`config.mk`:
```
export PLATFORM = sky130hd
export DESIGN_NAME = corefifo_rd_ptr_ctrl_flat
export DESIGN_NICKNAME = d
export VERILOG_FILES = /design/src/rtl/corefifo_rd_ptr_ctrl_if.sv /design/src/rtl/corefifo_rd_ptr_ctrl.sv /design/src/flat_wrapper.sv
export SDC_FILE = /design/constraint.sdc
export NUM_CORES = 1
export LEC_CHECK = 0
export BUFFER_PORTS_ARGS = -buffer_cell sky130_fd_sc_hd__buf_4
export CORE_AREA = 5 5 45 47
export CTS_CLUSTER_SIZE = 12
export DETAILED_ROUTE_END_ITERATION = 6
export DIE_AREA = 0 0 50 52
export PLACE_DENSITY = 0.76
export SYNTH_ARGS = -nofsm -noshare
export SYNTH_HDL_FRONTEND = slang
export SYNTH_SLANG_ARGS = --single-unit
export TNS_END_PERCENT = 20
```
`constraint.sdc`:
```
create_clock -name i_clk -period 5 [get_ports i_clk]
set_clock_uncertainty 0.1 [all_clocks]
set_input_delay 1.5 -clock i_clk [delete_from_list [all_inputs] [get_ports i_clk]]
set_output_delay 1.5 -clock i_clk [all_outputs]
set_load 0.01 [all_outputs]
```
`src/rtl/corefifo_rd_ptr_ctrl_if.sv`:
```
// Read-side bus of the dual-clock FIFO: consumer request, synchronized write
// pointer, RAM read port and status flags.
interface corefifo_rd_ptr_ctrl_if #(
    parameter int ADDRWIDTH = 3
);
    logic                 re;
    logic [ADDRWIDTH:0]   wptr_gray_sync;
    logic [ADDRWIDTH-1:0] raddr;
    logic                 mem_re;
    logic [ADDRWIDTH:0]   rptr_gray;
    logic                 empty;
    logic                 aempty;
    logic [ADDRWIDTH:0]   rd_count;
    logic                 dvld;
    logic                 underflow;
    logic                 ptr_err;

    modport slave (
        input  re, wptr_gray_sync,
        output raddr, mem_re, rptr_gray, empty, aempty, rd_count, dvld,
               underflow, ptr_err
    );

    modport master (
        output re, wptr_gray_sync,
        input  raddr, mem_re, rptr_gray, empty, aempty, rd_count, dvld,
               underflow, ptr_err
    );
endinterface

```
`src/rtl/corefifo_rd_ptr_ctrl.sv`:
```
// Read-side pointer/flag controller of the dual-clock FIFO (read clock domain).
// Define COREFIFO_RD_FWFT_EN for the first-word-fall-through output sequencer.
//
// state      | meaning (FWFT build only)
// S_EMPTY    | no word at output, fetch as soon as RAM is non-empty
// S_PREFETCH | RAM read issued, word lands at output next edge
// S_VALID    | word at output (dvld=1), refetch on re without bubble
module corefifo_rd_ptr_ctrl #(
    parameter int ADDRWIDTH = 3,
    parameter int AE_LEVEL  = 1
) (
    input  logic                  i_clk,
    input  logic                  i_reset,
    corefifo_rd_ptr_ctrl_if.slave bus
);
    localparam int PW = ADDRWIDTH + 1;
    localparam logic [PW-1:0] DEPTH = {1'b1, {ADDRWIDTH{1'b0}}};
    localparam logic [PW-1:0] AE    = AE_LEVEL[PW-1:0];

    logic [PW-1:0] r_rbin;
    logic [PW-1:0] r_rptr_gray;
    logic          r_empty;
    logic          r_aempty;
    logic [PW-1:0] r_rd_count;
    logic          r_underflow;
    logic          r_ptr_err;

    logic [PW-1:0] w_wbin;
    logic [PW-1:0] w_rbin_next;
    logic [PW-1:0] w_rnext_gray;
    logic [PW-1:0] w_diff;
    logic          w_mem_re;
    logic          w_dvld;
    logic          w_empty_out;
    logic          w_uflow;

    always_comb begin
        w_wbin         = '0;
        w_wbin[PW-1]   = bus.wptr_gray_sync[PW-1];
        for (int i = PW - 1; i > 0; i--)
            w_wbin[i-1] = w_wbin[i] ^ bus.wptr_gray_sync[i-1];
    end

    assign w_rbin_next  = r_rbin + {{ADDRWIDTH{1'b0}}, w_mem_re};
    assign w_rnext_gray = w_rbin_next ^ (w_rbin_next >> 1);
    assign w_diff       = w_wbin - w_rbin_next;

    // Flags use rbin_next so the last read and empty land on the same edge.
    always_ff @(posedge i_clk or posedge i_reset) begin
        if (i_reset) begin
            r_rbin      <= '0;
            r_rptr_gray <= '0;
            r_empty     <= 1'b1;
            r_aempty    <= 1'b1;
            r_rd_count  <= '0;
            r_underflow <= 1'b0;
            r_ptr_err   <= 1'b0;
        end else begin
            r_rbin      <= w_rbin_next;
            r_rptr_gray <= w_rnext_gray;
            r_empty     <= (w_rnext_gray == bus.wptr_gray_sync);
            r_aempty    <= (w_diff <= AE);
            r_rd_count  <= w_diff;
            r_underflow <= w_uflow;
            r_ptr_err   <= r_ptr_err | (w_diff > DEPTH);
        end
    end

`ifdef COREFIFO_RD_FWFT_EN
    typedef enum logic [1:0] {S_EMPTY, S_PREFETCH, S_VALID} state_t;
    state_t r_state, w_state_next;

    always_ff @(posedge i_clk or posedge i_reset) begin
        if (i_reset) r_state <= S_EMPTY;
        else         r_state <= w_state_next;
    end

    always_comb begin
        w_state_next = r_state;
        w_mem_re     = 1'b0;
        case (r_state)
            S_EMPTY: begin
                if (!r_empty) begin
                    w_mem_re     = 1'b1;
                    w_state_next = S_PREFETCH;
                end
            end
            S_PREFETCH: w_state_next = S_VALID;
            S_VALID: begin
                if (bus.re && !r_empty) w_mem_re = 1'b1;
                else if (bus.re)        w_state_next = S_EMPTY;
            end
            default: w_state_next = S_EMPTY;
        endcase
    end

    assign w_dvld      = (r_state == S_VALID);
    assign w_empty_out = ~w_dvld;
    assign w_uflow     = bus.re & ~w_dvld;
`else
    logic r_dvld;

    assign w_mem_re = bus.re & ~r_empty;

    always_ff @(posedge i_clk or posedge i_reset) begin
        if (i_reset) r_dvld <= 1'b0;
        else         r_dvld <= w_mem_re;
    end

    assign w_dvld      = r_dvld;
    assign w_empty_out = r_empty;
    assign w_uflow     = bus.re & r_empty;
`endif

    assign bus.raddr     = r_rbin[ADDRWIDTH-1:0];
    assign bus.mem_re    = w_mem_re;
    assign bus.rptr_gray = r_rptr_gray;
    assign bus.empty     = w_empty_out;
    assign bus.aempty    = r_aempty;
    assign bus.rd_count  = r_rd_count;
    assign bus.dvld      = w_dvld;
    assign bus.underflow = r_underflow;
    assign bus.ptr_err   = r_ptr_err;
endmodule

```
`src/flat_wrapper.sv`:
```
// flat-port wrapper written by rule: the top's interface ports become plain ports
module corefifo_rd_ptr_ctrl_flat 
#(
    parameter int ADDRWIDTH = 3,
    parameter int AE_LEVEL  = 1
)
  (i_clk, i_reset, bus_re, bus_wptr_gray_sync, bus_raddr, bus_mem_re, bus_rptr_gray, bus_empty, bus_aempty, bus_rd_count, bus_dvld, bus_underflow, bus_ptr_err);
  corefifo_rd_ptr_ctrl_if #(.ADDRWIDTH(ADDRWIDTH)) bus_i ();
  input  logic i_clk;
  input  logic i_reset;
  input wire logic [$bits(bus_i.re)-1:0] bus_re;
  input wire logic [$bits(bus_i.wptr_gray_sync)-1:0] bus_wptr_gray_sync;
  output wire logic [$bits(bus_i.raddr)-1:0] bus_raddr;
  output wire logic [$bits(bus_i.mem_re)-1:0] bus_mem_re;
  output wire logic [$bits(bus_i.rptr_gray)-1:0] bus_rptr_gray;
  output wire logic [$bits(bus_i.empty)-1:0] bus_empty;
  output wire logic [$bits(bus_i.aempty)-1:0] bus_aempty;
  output wire logic [$bits(bus_i.rd_count)-1:0] bus_rd_count;
  output wire logic [$bits(bus_i.dvld)-1:0] bus_dvld;
  output wire logic [$bits(bus_i.underflow)-1:0] bus_underflow;
  output wire logic [$bits(bus_i.ptr_err)-1:0] bus_ptr_err;
  assign bus_i.re = bus_re;
  assign bus_i.wptr_gray_sync = bus_wptr_gray_sync;
  assign bus_raddr = bus_i.raddr;
  assign bus_mem_re = bus_i.mem_re;
  assign bus_rptr_gray = bus_i.rptr_gray;
  assign bus_empty = bus_i.empty;
  assign bus_aempty = bus_i.aempty;
  assign bus_rd_count = bus_i.rd_count;
  assign bus_dvld = bus_i.dvld;
  assign bus_underflow = bus_i.underflow;
  assign bus_ptr_err = bus_i.ptr_err;
  corefifo_rd_ptr_ctrl #(.ADDRWIDTH(ADDRWIDTH), .AE_LEVEL(AE_LEVEL)) u_core (.i_clk(i_clk), .i_reset(i_reset), .bus(bus_i));
endmodule
```
==> impl_metrics.ini, run 1 <==
[grt]
grt_max_degree = 17
grt_pass1_wl_um = 2290
antenna_found_initial = 0
grt_overflow = 0
grt_pass1_vias = 522
grt_usage_pct = 11.7

[worst_setup_path]
r2r_start = u_core.bus.empty$_DFF_PP1_
setup.worst_path.end = u_core.bus.ptr_err$_DFF_PP0_
cp_top_family = XOR/XNOR gates
startpoint = bus_wptr_gray_sync[3]
worst-path-stages = 10
arrival_ns = 3.68
start_kind = input pin
path_max_fanout = 3
path_class = in2reg
slowest_stage = fa_1
cp_cell_sequence = buf_4 -> xor2_1 -> xor2_1 -> xnor2_1 -> ha_1 -> inv_1 -> fa_1 -> xor2_1 -> or3_1 -> a21o_1
cp-end-kind = flip-flop
path_buf_inv = 2
r2r_cells = 8
regToRegSetupSlack_ns = 2.33
rr_endpoint = u_core.bus.ptr_err$_DFF_PP0_
crit_top_cell = xor2_1
max_stage_delay_ns = 0.37
cp.required_ns = 5.07

[logic_synthesis]
syn-mean-instance-area_um2 = 13.1
yosysSeqAreaShare_pct = 53.8
synthesis.instances = 57
async_flop_share_pct = 100
synth_ff_type = dfrtp_1
syn_area_um2 = 749
synth_edf_count = 0
yosys_register_bits = 16
syn-num-nets = 70
yosys_warnings = 0
synth_cell_types = 19

[route]
dr.first_iter.drc_count = 2
via_per_inst = 4.79
wire_per_inst_um = 12.6
firstDrtPassIters = 3
drc_errors = 0
dr_total_vias = 479
wl_um = 1260
antenna_left = 0

[floorplanning]
die_h_um = 52
fp.coreArea_mm2 = 0.00161
dieArea_mm2 = 0.00260
die_x_um = 50
row_count = 15
start_util_pct = 46.4
pin_count = 24

[sta]
post-route-period-util_pct = 72.1
setup_viol = 0
setup_tns_ns = 0
relSlewSlack_pct = 61.6
fin_crit_ns = 3.61
slew_viol_final = 0
tightest_slew_ns = 0.576
hold_viol_final = 0
grt_setup_unrepaired = no
max_freq_mhz = 277

[power]
net-switching-power_uw = 286
switching_share_pct = 39.5
pwr-share-comb_pct = 60.2
power_frac_clock_pct = 8.7
p_int_uw = 438
power.density_mw_per_mm2 = 750
p_seq_share_pct = 31.1
ir_drop_uv = 369
power_leakage_uw = 0.000474

[placed_design]
port_buffers = 23
gp_congestion = 0.690
post_dp_cell_area_um2 = 943
dp.cells = 97
hpwlAfterDp_um = 1080

[layout]
fillers = 139
seqCellArea_um2 = 403
diodes = 0
layout_common_cells = 23 x buf_4, 14 x dfrtp_1, 7 x xnor2_1, 7 x xor2_1
area_delta_synth_final_pct = 28.9
multi_input_area_um2 = 328
drive_gt1_share_pct = 36.1
layout_commonest_cell = buf_4
finalNonFillerCells = 100
final_area_um2 = 966
final_nets = 98

[clock_network]
cts_buffer_depth = 2
ctsHoldBuffers = 0
clkLatencyLatePin_ns = 0.27
clock-sinks = 16
htree_levels = 1
cts_tree = built
cts_buffers = 3
post_cts_buffers = 0
ctsResizeCount = 0
cts-root-buf = clkbuf_4
clkTransAtPathRegs_ns = 0.08

[flow_run]
maxCapViolCount = 0

[outcome]
status = completed

[min_path]
hold_path.class = reg2reg
-- logic make-up (layout without fill, tap and decap cells) --
group | Yosys count | after routing | share of synthesized area, %
buffers and inverters | 5 | 31 | 2.50
XOR/XNOR | 16 | 16 | 21.5
AO/OA/AOI/OAI | 3 | 3 | 3.34
flip-flops | 16 | 16 | 53.8
adder cells (fa/ha/maj) | 6 | 6 | 11.0
AND/OR/NAND/NOR | 11 | 11 | 7.85
-- worst min path at each step --
stage	end	start	cells after the start
after detailed placement	u_core.bus.ptr_err$_DFF_PP0_	u_core.bus.ptr_err$_DFF_PP0_	1
after CTS	u_core.bus.ptr_err$_DFF_PP0_	u_core.bus.ptr_err$_DFF_PP0_	1
after global routing	u_core.bus.ptr_err$_DFF_PP0_	u_core.bus.ptr_err$_DFF_PP0_	1
after floorplan	u_core.bus.ptr_err$_DFF_PP0_	u_core.bus.ptr_err$_DFF_PP0_	1
after global placement	u_core.bus.ptr_err$_DFF_PP0_	u_core.bus.ptr_err$_DFF_PP0_	1
final	u_core.bus.ptr_err$_DFF_PP0_	u_core.bus.ptr_err$_DFF_PP0_	1
-- routing by layer --
metal / GRT usage, % / part of all wire (%)
met5: 0 / 0
met4: 6.55 / 1.5
met3: 3.15 / 6.3
met2: 19.5 / 51
met1: 13.5 / 41
-- registers in the layout, summed over array words and instances (netlist names) --
| name | cells |
|---|---|
| u_core.bus.empty | 1 |
| u_core.bus.rptr_gray | 3 |
| u_core.bus.ptr_err | 1 |
| u_core.bus.aempty | 1 |
| u_core.r_rbin | 4 |
| u_core.bus.dvld | 1 |
| u_core.bus.rd_count | 4 |
| u_core.bus.underflow | 1 |
-- through the flow --
| step | hold WS [ns] | total power, µW | utilization (%) | setup slack [ns] |
|---|---|---|---|---|
| after floorplan | 0.393 | 523 | - | 1.37 |
| after global placement | 0.344 | 658 | 58.4 | 1.15 |
| after detailed placement | 0.346 | 672 | 58.4 | 1.07 |
| after CTS | 0.365 | 736 | 59.8 | 1.36 |
| after global routing | 0.382 | 791 | 59.8 | 1.20 |
| final | 0.361 | 724 | 59.8 | 1.39 |
-- cells in the mapped netlist (2+ instances only) --
master	number	area share, %
dfrtp_1	14	47
xnor2_1	7	8.2
xor2_1	7	8.2
ha_1	5	8.3
inv_1	5	2.5
nand2_1	3	1.5
dfstp_2	2	7.0
nand3_1	2	1.3
or3_1	2	1.7
-- worst reg2reg max path, cell delays in order (launching register included) --
cell     delay (ns)
dfstp_2        0.54
nor2b_1        0.06
ha_1           0.22
ha_1           0.41
inv_1          0.11
fa_1           0.44
xor2_1         0.19
or3_1          0.32
a21o_1         0.18
-- power groups by stage --
stage / Sequential [µW] / Clock (µW) / Combinational [µW]
after floorplan: 255 / 0 / 269
after CTS: 226 / 65.4 / 445
after detailed placement: 229 / 0 / 444
final: 225 / 63.0 / 436
after global routing: 233 / 70.6 / 487
after global placement: 227 / 0 / 431
-- layout make-up --
class / count / share of cell area, %
flip-flops and latches: 16 / 41.7
multi-input cells: 36 / 33.9
well taps: 17 / 2.20
inverters: 5 / 1.94
clock buffers: 3 / 2.33
repair buffers: 23 / 17.9
No activity file was read; power rests on OpenSTA's default activity.
==> run 2: changes to the inputs <==
--- a/config.mk
+++ b/config.mk
@@ -6,11 +6,11 @@
 export NUM_CORES = 1
 export LEC_CHECK = 0
 export BUFFER_PORTS_ARGS = -buffer_cell sky130_fd_sc_hd__buf_4
-export CORE_AREA = 5 5 45 47
+export CORE_AREA = 5 5 48 50
 export CTS_CLUSTER_SIZE = 12
 export DETAILED_ROUTE_END_ITERATION = 6
-export DIE_AREA = 0 0 50 52
-export PLACE_DENSITY = 0.76
+export DIE_AREA = 0 0 53 55
+export PLACE_DENSITY = 0.7
 export SYNTH_ARGS = -nofsm -noshare
 export SYNTH_HDL_FRONTEND = slang
 export SYNTH_SLANG_ARGS = --single-unit
==> constraint.sdc (replaced) <==
create_clock -name i_clk -period 3.2 [get_ports i_clk]
set_clock_uncertainty 0.1 [all_clocks]
set_input_delay 0.96 -clock i_clk [delete_from_list [all_inputs] [get_ports i_clk]]
set_output_delay 0.96 -clock i_clk [all_outputs]
set_load 0.01 [all_outputs]
==> run 2 against run 1 <==
Effect of this change: non-clock buffer count rose by 6; register-to-register slack got worse by 1.7 ns; via count increased by 4.8%.
==> impl_metrics.ini, run 2 (synthesis results as in run 1) <==
[layout]
multi_input_area_um2 = 328
diodes = 0
seqCellArea_um2 = 403
final_nets = 104
area_delta_synth_final_pct = 38.4
fillers = 170
layout_commonest_cell = buf_4
final_area_mm2 = 0.00104
drive_gt1_share_pct = 41.1
layout_common_cells = 29 x buf_4, 14 x dfrtp_1, 7 x xnor2_1, 7 x xor2_1

[grt]
grt_pass1_vias = 543
grt_usage_pct = 10.5
grt_max_degree = 17
grt_overflow = 0
antenna_found_initial = 0
grt_pass1_wl_um = 2270

[sta]
fin_crit_ns = 2.89
relSlewSlack_pct = 62.1
post-route-period-util_pct = 90.3
grt_setup_unrepaired = no
max_freq_mhz = 346
hold_viol_final = 0
tightest_slew_ns = 0.568
worst_slack_ns = 0.310
setup_viol = 0
slew_viol_final = 0
whs_ns = 0.368
setup_tns_ns = 0

[min_path]
hold_path.class = reg2reg
min_to = u_core.bus.ptr_err$_DFF_PP0_
hold_start = u_core.bus.ptr_err$_DFF_PP0_
worst_hold_path.num_cells = 1

[worst_setup_path]
regToRegSetupSlack_ns = 0.68
path_class = in2reg
cp-end-kind = flip-flop
start_kind = input pin
arrival_ns = 2.96
rr_endpoint = u_core.bus.ptr_err$_DFF_PP0_
cp.required_ns = 3.27
path_max_fanout = 2
r2r_start = u_core.bus.empty$_DFF_PP1_
r2r_cells = 8

[clock_network]
ctsHoldBuffers = 0
post_cts_buffers = 0
ctsResizeCount = 0
clkTransAtPathRegs_ns = 0.08
cts-root-buf = clkbuf_4
cts_tree = built
cts_buffer_depth = 2
clkLatencyLatePin_ns = 0.28
cts_buffers = 3
clock-sinks = 16
htree_levels = 1

[placed_design]
place_ws_ns = -0.000267
gp_congestion = 0.811
post_dp_cell_area_mm2 = 0.00100
port_buffers = 23
hpwlAfterDp_um = 1090

[floorplanning]
die_x_um = 53
dieArea_mm2 = 0.00292
start_util_pct = 40.3
die_h_um = 55
fp.coreArea_mm2 = 0.00186
pin_count = 24
row_count = 16

[power]
ir_drop_uv = 562
power.total_uw = 1260
power.density_mw_per_mm2 = 1220
power_leakage_uw = 0.000510

[route]
antenna_left = 0
dr_total_vias = 502
wire_per_inst_um = 10.8
dr.first_iter.drc_count = 3
firstDrtPassIters = 4
via_per_inst = 4.29
drc_errors = 0
wl_um = 1270

[flow_run]
maxCapViolCount = 0

[outcome]
status = completed
-- run 2: layout make-up --
type	count	share of cell area [%]
flip-flops and latches	16	38.8
multi-input cells	36	31.6
repair buffers	29	21.0
clock buffers	4	3.50
well taps	27	3.26
inverters	5	1.81
-- run 2: worst max-delay path by stage --
stage / from / to / slack, ns / cells past startpoint
floorplan: bus_re / u_core.bus.ptr_err$_DFF_PP0_ / 0.11 / 8
global placement: bus_wptr_gray_sync[3] / u_core.bus.ptr_err$_DFF_PP0_ / 0.04 / 10
detailed placement: bus_wptr_gray_sync[3] / u_core.bus.ptr_err$_DFF_PP0_ / -0.0003 / 10
CTS: bus_wptr_gray_sync[3] / u_core.bus.ptr_err$_DFF_PP0_ / 0.29 / 10
global route: bus_wptr_gray_sync[3] / u_core.bus.ptr_err$_DFF_PP0_ / 0.18 / 10
finish: bus_wptr_gray_sync[3] / u_core.bus.ptr_err$_DFF_PP0_ / 0.31 / 10
-- run 2: critical path, stage by stage --
cell     delay, ns
buf_4         0.12
xor2_1        0.23
xor2_1        0.24
xnor2_1       0.15
ha_1          0.17
inv_1         0.05
fa_1          0.37
xor2_1        0.18
or3_1         0.31
a21o_1        0.18
-- run 2: metrics by stage --
step | util [%] | instances
after detailed placement | 53.8 | 113
after global placement | 53.8 | 113
final | 55.7 | 117
after CTS | 55.7 | 117
after floorplan | - | 57
after global routing | 55.7 | 117
-- run 2: metal layers --
layer / routed length [µm] / up-vias / global-route usage, %
met4: 17 / 0 / 5.11
met1: 544 / 237 / 12.1
met3: 66 / 2 / 1.07
li1: - / 251 / -
met2: 640 / 12 / 19.6
met5: 0 / - / 0
-- run 2: report_power, final --
group / leakage [µW] / switching [µW] / internal, µW
combinational: 0.000306 / 363 / 416
clock: 0.0000210 / 59.1 / 69.1
sequential: 0.000184 / 47.3 / 306
==> run 3: changes to the inputs <==
--- a/config.mk
+++ b/config.mk
@@ -5,12 +5,13 @@
 export SDC_FILE = /design/constraint.sdc
 export NUM_CORES = 1
 export LEC_CHECK = 0
+export ABC_AREA = 1
 export BUFFER_PORTS_ARGS = -buffer_cell sky130_fd_sc_hd__buf_4
-export CORE_AREA = 5 5 48 50
+export CORE_AREA = 5 5 50 52
 export CTS_CLUSTER_SIZE = 12
 export DETAILED_ROUTE_END_ITERATION = 6
-export DIE_AREA = 0 0 53 55
-export PLACE_DENSITY = 0.7
+export DIE_AREA = 0 0 55 57
+export PLACE_DENSITY = 0.69
 export SYNTH_ARGS = -nofsm -noshare
 export SYNTH_HDL_FRONTEND = slang
 export SYNTH_SLANG_ARGS = --single-unit
==> run 3 against run 2 <==
Effect of this change: worst hold slack improved by 0.016 ns; utilization fell by 3.7 points; synthesized cell count up 72%; critical path type unchanged; critical path depth increased by 4; clock power decreased by 16%; clock-buffer cell count stayed put; via count grew 40%; register-to-register slack better by 0.11 ns; synthesized area rose by 9.0%; cell count is 33% higher; cell area increased by 3.5%.
==> impl_metrics.ini, run 3 <==
[min_path]
worst_hold_path.num_cells = 2
hold_path.class = reg2reg
hold_start = u_core.bus.empty$_DFF_PP1_
min_to = u_core.bus.underflow$_DFF_PP0_

[clock_network]
ctsHoldBuffers = 0
htree_levels = 1
cts_buffers = 3
cts-root-buf = clkbuf_4
cts_tree = built
cts_buffer_depth = 2
clock-sinks = 16
clkLatencyLatePin_ns = 0.28
clkTransAtPathRegs_ns = 0.08
ctsResizeCount = 0
post_cts_buffers = 0

[sta]
whs_ns = 0.385
slew_viol_final = 0
setup_tns_ns = 0
post-route-period-util_pct = 88.2
fin_crit_ns = 2.82
hold_viol_final = 0
relSlewSlack_pct = 61.8
max_freq_mhz = 354
tightest_slew_ns = 0.573
setup_viol = 0
grt_setup_unrepaired = no

[logic_synthesis]
synth_top_family_by_area = simple AND/OR/NAND/NOR gates
yosysSeqAreaShare_pct = 49.3
synth_ff_type = dfrtp_1
synth.area.mux_share_pct = 0
yosys_register_bits = 16
yosysMostFrequentCell = nand2_1
synth_top_area_cell = dfrtp_1
synth_adder_area_share_pct = 10.1
synth_edf_count = 0
synth_cell_types = 13
async_flop_share_pct = 100
synthesis.instances = 98
yosysTopAreaCellShare_pct = 42.9
syn-mean-instance-area_um2 = 8.34
synth-compound-area-share_pct = 1.23
syn_area_um2 = 817
synth-simple-area-share_pct = 25.3
syn-num-nets = 111
synthXorXnorAreaFrac_pct = 5.36
ys_top_cells_by_area = dfrtp_1 43%, nand2_1 16%, inv_1 8.7%
synthTopCellsByCount = 34 x nand2_1, 19 x inv_1, 14 x dfrtp_1, 11 x nand3_1, 5 x ha_1
yosys_warnings = 0

[floorplanning]
dieArea_mm2 = 0.00314
die_h_um = 57
row_count = 17
fp.coreArea_mm2 = 0.00206
pin_count = 24
die_x_um = 55
start_util_pct = 39.6

[power]
ir_drop_uv = 576
power_leakage_uw = 0.000620
power.density_mw_per_mm2 = 1100

[grt]
gr-usage-met3_pct = 1.57
grt_busiest_layer = met2
grt_max_degree = 17
grt_usage_pct = 11.2
grt_pass1_vias = 656
antenna_found_initial = 0
grt_pass1_wl_um = 2550
grt_overflow = 0
met1_usage_pct = 13.0
grt_use_met2_pct = 18.9

[worst_setup_path]
regToRegSetupSlack_ns = 0.79
max_stage_delay_ns = 0.37
path_buf_inv = 4
cp_top_family = XOR/XNOR gates
cp_cell_sequence = buf_4 -> xor2_1 -> xor2_1 -> inv_1 -> nand2_1 -> nand2_1 -> inv_1 -> ha_1 -> inv_1 -> fa_1 -> xnor2_1 -> nand3_1 -> nand3_1 -> nand2_1
rr_endpoint = u_core.bus.ptr_err$_DFF_PP0_
start_kind = input pin
cp.required_ns = 3.28
path_max_fanout = 4
path_class = in2reg
slowest_stage = fa_1
r2r_start = u_core.bus.empty$_DFF_PP1_
arrival_ns = 2.90
r2r_cells = 9
cp-end-kind = flip-flop

[placed_design]
gp_congestion = 0.839
port_buffers = 23
hpwlAfterDp_um = 1340
dp.cells = 152

[layout]
layout_commonest_cell = nand2_1
final_core_util_pct = 52.0
seqCellArea_um2 = 403
diodes = 0
drive_gt1_share_pct = 24.2
final_nets = 142
multi_input_area_um2 = 343
area_delta_synth_final_pct = 31.4
finalNonFillerCells = 156
fillers = 203
layout_common_cells = 34 x nand2_1, 26 x buf_4, 19 x inv_1, 14 x dfrtp_1, 11 x nand3_1

[route]
via_per_inst = 4.49
dr.first_iter.drc_count = 6
drc_errors = 0
wl_um = 1540
firstDrtPassIters = 4
antenna_left = 0
wire_per_inst_um = 9.88
dr_total_vias = 701

[outcome]
status = completed

[flow_run]
maxCapViolCount = 0
-- run 3: cell count changes after synthesis, sizes merged, moves of 2 or more --
cell / before / now
inv: 5 / 19
nand2: 3 / 34
nand3: 2 / 11
nand4: 0 / 2
nor2: 0 / 3
or3: 2 / 0
xnor2: 8 / 1
xor2: 7 / 4
-- run 3: metrics by stage --
step	cell area (µm²)	worst slack (ns)	total power [µW]
CTS	1070	0.371	1200
global placement	1050	0.139	1070
detailed placement	1050	0.0746	1090
finish	1070	0.379	1180
global route	1070	0.224	1300
floorplan	817	0.308	812
-- run 3: where the power goes --
part	total [µW]	switching [µW]	leakage (µW)	internal [µW]
Sequential	350	46.6	0.000186	303
Clock	107	59.0	0.0000150	48.4
Combinational	728	407	0.000420	321
-- run 3: tightest hold or removal path, cell delays in order, from the launching register on --
cell and delay, ns:
dfstp_2 0.38, nand2_1 0.05, inv_1 0.03
-- run 3: worst max-delay path by stage --
stage / from / endpoint / slack (ns) / depth (start not counted)
2_1_floorplan: bus_re / u_core.bus.ptr_err$_DFF_PP0_ / 0.31 / 14
3_5_place_dp: bus_wptr_gray_sync[3] / u_core.bus.ptr_err$_DFF_PP0_ / 0.07 / 14
4_1_cts: bus_wptr_gray_sync[3] / u_core.bus.ptr_err$_DFF_PP0_ / 0.37 / 14
6_report: bus_wptr_gray_sync[3] / u_core.bus.ptr_err$_DFF_PP0_ / 0.38 / 14
3_3_place_gp: bus_wptr_gray_sync[3] / u_core.bus.ptr_err$_DFF_PP0_ / 0.14 / 14
5_1_grt: bus_wptr_gray_sync[3] / u_core.bus.ptr_err$_DFF_PP0_ / 0.22 / 14
-- run 3: per-layer routing --
layer | share of wire [%] | routed length [µm] | vias to the layer above
met5 | 0 | 0 | -
met4 | 1.1 | 17 | 0
met3 | 4.6 | 71 | 2
met2 | 52 | 799 | 15
met1 | 42 | 653 | 322
li1 | - | - | 362
-- run 3: area by class of cell --
type	instances	area share, %
flip-flops and latches	16	37.5
multi-input cells	63	31.9
well taps	28	3.26
inverters	19	6.64
clock buffers	4	2.45
repair buffers	26	18.2
-- run 3: cells by family after synthesis --
| group | count (synthesis) |
|---|---|
| AO/OA/AOI/OAI | 2 |
| XOR/XNOR | 5 |
| adder cells (fa/ha/maj) | 6 |
| buffers and inverters | 19 |
| flip-flops | 16 |
| AND/OR/NAND/NOR | 50 |
